==> src/rtl/order_scheduler.sv <==
// -----------------------------------------------------------------------------
// order_scheduler
//
// Front-end sequencer for the matching engine's price inputs. It arbitrates
// NUM_SRC order sources round-robin and drives at most one order per cycle onto
// the engine's buy/sell price inputs. In any cycle with no transfer it drives an
// idle bubble instead.
//
// An IDLE/RUN/FLUSH state machine controls arbitration. FLUSH drives DEPTH
// bubble cycles so the engine's price queues drain. The engine's level match
// output is turned into one-cycle trade events, and a saturating counter
// tracks how many have occurred.
//
// Handshake: a source order transfers at a rising clk edge when src_valid[i]
// and src_ready[i] are both high in the cycle before that edge. src_ready is a
// combinational one-hot grant and never depends on src_valid[i] of the same
// source being held; a source may drop valid at any time before transfer.
//
// Ports
//   clk, reset        clock (rising edge) and synchronous active-high reset
//   enable            level, 1 = run arbitration
//   flush_req         pulse, request queue drain
//   src_valid/side    per-source order valid and side (1 = buy, 0 = sell)
//   src_price         packed prices, source i at [i*PRICE_W +: PRICE_W]
//   src_ready         one-hot grant (combinational)
//   eng_buy_price     registered engine buy price (bubble = 0)
//   eng_sell_price    registered engine sell price (bubble = all-ones)
//   eng_match         engine match level
//   eng_trade_price   engine trade price
//   trade_valid       one-cycle registered trade event
//   trade_price       price captured with trade_valid
//   trade_count       saturating trade event count
//   busy              1 while in FLUSH
//   state             FSM state: IDLE = 00, RUN = 01, FLUSH = 10
// -----------------------------------------------------------------------------
module order_scheduler #(
    parameter int NUM_SRC = 4,
    parameter int PRICE_W = 8,
    parameter int DEPTH   = 8,
    parameter int CNT_W   = 16
) (
    input  logic                       clk,
    input  logic                       reset,
    input  logic                       enable,
    input  logic                       flush_req,
    input  logic [NUM_SRC-1:0]         src_valid,
    input  logic [NUM_SRC-1:0]         src_side,
    input  logic [NUM_SRC*PRICE_W-1:0] src_price,
    output logic [NUM_SRC-1:0]         src_ready,
    output logic [PRICE_W-1:0]         eng_buy_price,
    output logic [PRICE_W-1:0]         eng_sell_price,
    input  logic                       eng_match,
    input  logic [PRICE_W-1:0]         eng_trade_price,
    output logic                       trade_valid,
    output logic [PRICE_W-1:0]         trade_price,
    output logic [CNT_W-1:0]           trade_count,
    output logic                       busy,
    output logic [1:0]                 state
);

    localparam int PTR_W = $clog2(NUM_SRC);
    localparam int FC_W  = (DEPTH > 1) ? $clog2(DEPTH) : 1;

    typedef enum logic [1:0] {
        IDLE  = 2'b00,
        RUN   = 2'b01,
        FLUSH = 2'b10
    } state_t;

    state_t             st;
    logic [PTR_W-1:0]   rr_ptr;
    logic [FC_W-1:0]    flush_cnt;
    logic               match_d;

    // Grant search result
    logic               grant_any;
    logic [PTR_W-1:0]   grant_idx;
    logic [NUM_SRC-1:0] grant;
    int                 idx;

    logic [PRICE_W-1:0] sel_price;
    logic               sel_side;
    logic               trade_rise;

    // Round-robin search starting at rr_ptr. Arbitration is suppressed in the
    // cycle RUN is being left (flush_req or enable low), so no order is lost
    // to a state change.
    always_comb begin
        grant_any = 1'b0;
        grant_idx = '0;
        grant     = '0;
        idx       = 0;
        if (st == RUN && enable && !flush_req) begin
            for (int k = 0; k < NUM_SRC; k++) begin
                idx = (int'(rr_ptr) + k) % NUM_SRC;
                if (!grant_any && src_valid[idx]) begin
                    grant_any = 1'b1;
                    grant_idx = PTR_W'(idx);
                end
            end
        end
        if (grant_any) begin
            grant[grant_idx] = 1'b1;
        end
    end

    assign src_ready = grant;
    assign sel_price = src_price[int'(grant_idx)*PRICE_W +: PRICE_W];
    assign sel_side  = src_side[grant_idx];

    // Trade events are only reported outside FLUSH; match_d still tracks the
    // level so a match held across the end of FLUSH is not reported late.
    assign trade_rise = eng_match && !match_d && (st != FLUSH);

    assign state = st;
    assign busy  = (st == FLUSH);

    always_ff @(posedge clk) begin
        if (reset) begin
            st             <= IDLE;
            rr_ptr         <= '0;
            flush_cnt      <= '0;
            match_d        <= 1'b0;
            eng_buy_price  <= '0;
            eng_sell_price <= '1;
            trade_valid    <= 1'b0;
            trade_price    <= '0;
            trade_count    <= '0;
        end else begin
            // Engine price ports: order on transfer, bubble otherwise.
            if (grant_any) begin
                if (sel_side) begin
                    eng_buy_price  <= sel_price;
                    eng_sell_price <= '1;
                end else begin
                    eng_buy_price  <= '0;
                    eng_sell_price <= sel_price;
                end
                rr_ptr <= (grant_idx == PTR_W'(NUM_SRC - 1)) ? '0 : grant_idx + 1'b1;
            end else begin
                eng_buy_price  <= '0;
                eng_sell_price <= '1;
            end

            case (st)
                IDLE: begin
                    if (flush_req) begin
                        st        <= FLUSH;
                        flush_cnt <= '0;
                    end else if (enable) begin
                        st <= RUN;
                    end
                end
                RUN: begin
                    if (flush_req) begin
                        st        <= FLUSH;
                        flush_cnt <= '0;
                    end else if (!enable) begin
                        st <= IDLE;
                    end
                end
                FLUSH: begin
                    // flush_req and enable are ignored here; the count only
                    // runs forward so a repeated request cannot extend FLUSH.
                    if (flush_cnt == FC_W'(DEPTH - 1)) begin
                        st        <= IDLE;
                        flush_cnt <= '0;
                    end else begin
                        flush_cnt <= flush_cnt + 1'b1;
                    end
                end
                default: begin
                    st <= IDLE;
                end
            endcase

            match_d     <= eng_match;
            trade_valid <= trade_rise;
            if (trade_rise) begin
                trade_price <= eng_trade_price;
                if (trade_count != '1) begin
                    trade_count <= trade_count + 1'b1;
                end
            end
        end
    end

endmodule

==> config.mk <==
export PLATFORM = sky130hd
export DESIGN_NAME = order_scheduler
export DESIGN_NICKNAME = d
export VERILOG_FILES = /design/src/rtl/order_scheduler.sv
export SDC_FILE = /design/constraint.sdc
export NUM_CORES = 1
export LEC_CHECK = 0
export BUFFER_PORTS_ARGS = -buffer_cell sky130_fd_sc_hd__buf_2
export CAP_MARGIN = 20
export CORE_ASPECT_RATIO = 0.75
export CORE_UTILIZATION = 42
export CTS_CLUSTER_DIAMETER = 200
export DETAILED_ROUTE_END_ITERATION = 10
export HOLD_SLACK_MARGIN = 0.06
export PLACE_DENSITY = 0.75
export SETUP_SLACK_MARGIN = 0.3
export SYNTH_ARGS = -nofsm -noshare
export SYNTH_HDL_FRONTEND = slang
export SYNTH_SLANG_ARGS = --single-unit
export TNS_END_PERCENT = 1
==> constraint.sdc <==
create_clock -name clk -period 1.9 [get_ports clk]
set_input_delay 0 -clock clk [delete_from_list [all_inputs] [get_ports clk]]
set_output_delay 0 -clock clk [all_outputs]
set_load 0.05 [all_outputs]
==> metrics.csv <==
metric;value;unit
synth.distinct_cells;43;
violations;negative setup slack;
drive_above_1_share;47.1;%
layout.cells.non_filler;482;
path_cells;mux2i_1 -> nor2_1 -> or3_4 -> buf_6 -> buf_4 -> mux2_2 -> a222oi_1 -> nand2_1;
place_inst;440;
synth_edf_count;0;
crit_slowest_cell;or3_4;
via_per_inst;5.07;
grt_overflow_total;0;
core;5010;um2
clock_sinks;49;
min_period_over_period;121;%
wire_per_inst;14.6;um
maxSlewHeadroom;53.6;%
critPathMaxFanout;3;
die_h;65.1;um
clk_pin_slew;0.09;ns
power_density;565;nW/um2
ctsRootBufferMaster;clkbuf_8;
clk-insertion-delay-late;0.29;ns
final_common_cell;buf_2;
cap_violations;0;
place_hpwl;4580;um
ir_drop;0.000466;V
maxSlewViolCount;0;
crit_path_end_kind;flip-flop;
async_flop_share;0;%
layout.nets;470;
path_class;reg -> reg;
syn_inst;255;
synth_nets;315;
antenna_left;0;
hold_viol;0;
max_stage_delay;0.41;ns
post-place-ws;-0.216;ns
r2r.worst_path.cells;8;
route.detailed.drc;0;
postRouteWirelength;7030;um
ys_seq_area_share;44.0;%
start_util;44.5;%
setup_viol;19;
r2r_start;rr_ptr[1]$_SDFFE_PP0P_;
final_cell_mix;buf_2 (96), dfxtp_1 (36), nor2_1 (35), dlygate4sd3_1 (31), nand2_1 (27);
max_freq;437;MHz
rsz0062_at_grt;yes;
worst_setup_path_start_kind;flip-flop;
htree_levels;2;
synth-seq-cells;49;
io_buffers;100;
drt_pass1_iterations;4;
min_path_type;in -> reg;
synth_area;2230;um2
syn2layout_area_growth;64.5;%
grt_antenna_before_repair;0;
synth_area_per_cell;8.74;um2
cts-buffers-inserted;5;
p_leak;1.61;nW
track_usage;25.8;%
place_congestion;0.828;
pin_count;101;
clockBufferDepth;2;
crit_arrival;2.46;ns
drt_iter0_markers;198;
dr_total_vias;2445;
tightest_slew;0.690;ns
die_w;86.1;um
crit_required;2.07;ns
num_rows;22;
whs_endpoint;eng_sell_price[4]$_SDFF_PP1_;
cts_tree;built;
grt_pass1_wl;11400;um
grt_max_degree;34;
hp-start;src_price[20];
final.min_clock_period;2.29;ns
ys_warn_count;0;
dieArea;5600;um2
grt_pass1_vias;2437;
setup_slack;-0.391;ns
synthFlopType;dfxtp_1;
hold_depth;4;
clock_skew;0.00935;ns
reg2reg_to;eng_sell_price[6]$_SDFF_PP1_;
tns;-4.93;ns
status;complete, but fails checks;
antenna_cells_inserted;0;
r2r_slack;-0.39;ns
[Yosys cell counts, drive strengths merged, types with 2 or more instances]
master | number | share of area, %
dfxtp | 49 | 44
nor2 | 40 | 6.7
nand2 | 31 | 5.2
a21oi | 17 | 3.8
inv | 9 | 1.5
nand3 | 9 | 2.0
xor2 | 9 | 3.5
mux2 | 8 | 4.0
ha | 7 | 3.9
and3 | 6 | 1.7
clkbuf | 6 | 1.0
a222oi | 5 | 2.2
xnor2 | 5 | 2.0
and2 | 4 | 1.1
buf | 4 | 1.2
nand2b | 4 | 1.1
nand4 | 4 | 1.1
nor3 | 4 | 0.90
a2111oi | 3 | 2.0
a21o | 3 | 1.0
a211o | 2 | 0.79
a22o | 2 | 0.79
a22oi | 2 | 0.67
mux2i | 2 | 0.90
nor2b | 2 | 0.56
nor4 | 2 | 0.56
nor4b | 2 | 0.79
o21ai | 2 | 0.45
or3 | 2 | 0.56
[timing repair]
action | CTS | global route
hold buffers | 31 | 0
resized for setup | 45 | 18
endpoints found under the hold margin | 27 | 0
setup buffers | 4 | 0
setup endpoints to repair | 38 | 46
gates cloned | 0 | 0
pin swaps | 32 | 31
[cell families (layout without fill, tap and decap cells)]
family	count (synthesis)	count (layout)	share of synthesized area (%)
simple gates	114	114	23.8
flops	49	49	44.0
compound gates	42	42	14.0
buf+inv	19	174	3.76
xor+xnor	14	14	5.50
mux	10	10	4.94
fa+ha+maj	7	7	3.93
[how the worst max path moves through the flow]
| stage | start | endpoint | slack [ns] |
|---|---|---|---|
| detailed placement | rr_ptr[1]$_SDFFE_PP0P_ | src_ready[2] | -0.22 |
| floorplan | rr_ptr[1]$_SDFFE_PP0P_ | eng_sell_price[0]$_SDFF_PP1_ | -0.07 |
| global placement | rr_ptr[1]$_SDFFE_PP0P_ | eng_sell_price[6]$_SDFF_PP1_ | -0.08 |
| finish | rr_ptr[1]$_SDFFE_PP0P_ | eng_sell_price[6]$_SDFF_PP1_ | -0.39 |
| CTS | rr_ptr[1]$_SDFFE_PP0P_ | eng_sell_price[7]$_SDFF_PP1_ | -0.22 |
| global route | rr_ptr[1]$_SDFFE_PP0P_ | eng_sell_price[7]$_SDFF_PP1_ | -0.45 |
[through the flow]
stage | instance area (um2) | hold WS, ns | util [%] | power (mW)
5_1_grt | 3670 | 0.0862 | 73.2 | 2.17
3_3_place_gp | 3010 | 0.231 | 60.0 | 1.39
2_1_floorplan | 2290 | 0.104 | - | 1.28
4_1_cts | 3590 | 0.0623 | 71.7 | 2.07
6_report | 3670 | 0.0695 | 73.2 | 2.07
3_5_place_dp | 3010 | 0.240 | 60.0 | 1.40
[power by group]
| group | internal (mW) | leakage [nW] | switching, mW |
|---|---|---|---|
| Clock | 0.290 | 0.0443 | 0.325 |
| Combinational | 0.181 | 1.16 | 0.213 |
| Sequential | 1.05 | 0.405 | 0.0188 |
[final cells by class]
class / instances / area, um2
multi-input combinational: 187 / 1380
fill: 369 / 1340
clock buffer: 7 / 86.3
tap: 72 / 90.1
timing repair buffer: 158 / 1060
inverter: 9 / 37.5
sequential: 49 / 1010
[worst max-delay path: cells and delay by family (launching register included)]
kind	cells	cell delay, ns
and+or+nand+nor	3	0.65
muxes	2	0.50
AOI/OAI and AO/OA	1	0.39
DFF	1	0.36
buffers and inverters	2	0.27
[flip-flops by register name, indices dropped and copies added, names as in the netlist, 2 cells and up]
signal	cells
flush_cnt	3
rr_ptr	2
eng_buy_price	8
state	2
trade_count	16
trade_price	8
eng_sell_price	8
[per-layer routing]
metal  vias up  share of wire, %  global-route usage (%)
met5         -                 0                       0
met4         0               1.9                    8.75
met3        12               5.7                    5.35
met2        90                49                    41.7
met1      1141                43                    34.4
li1       1202                 -                       -
(Power assumes the default switching activity.)
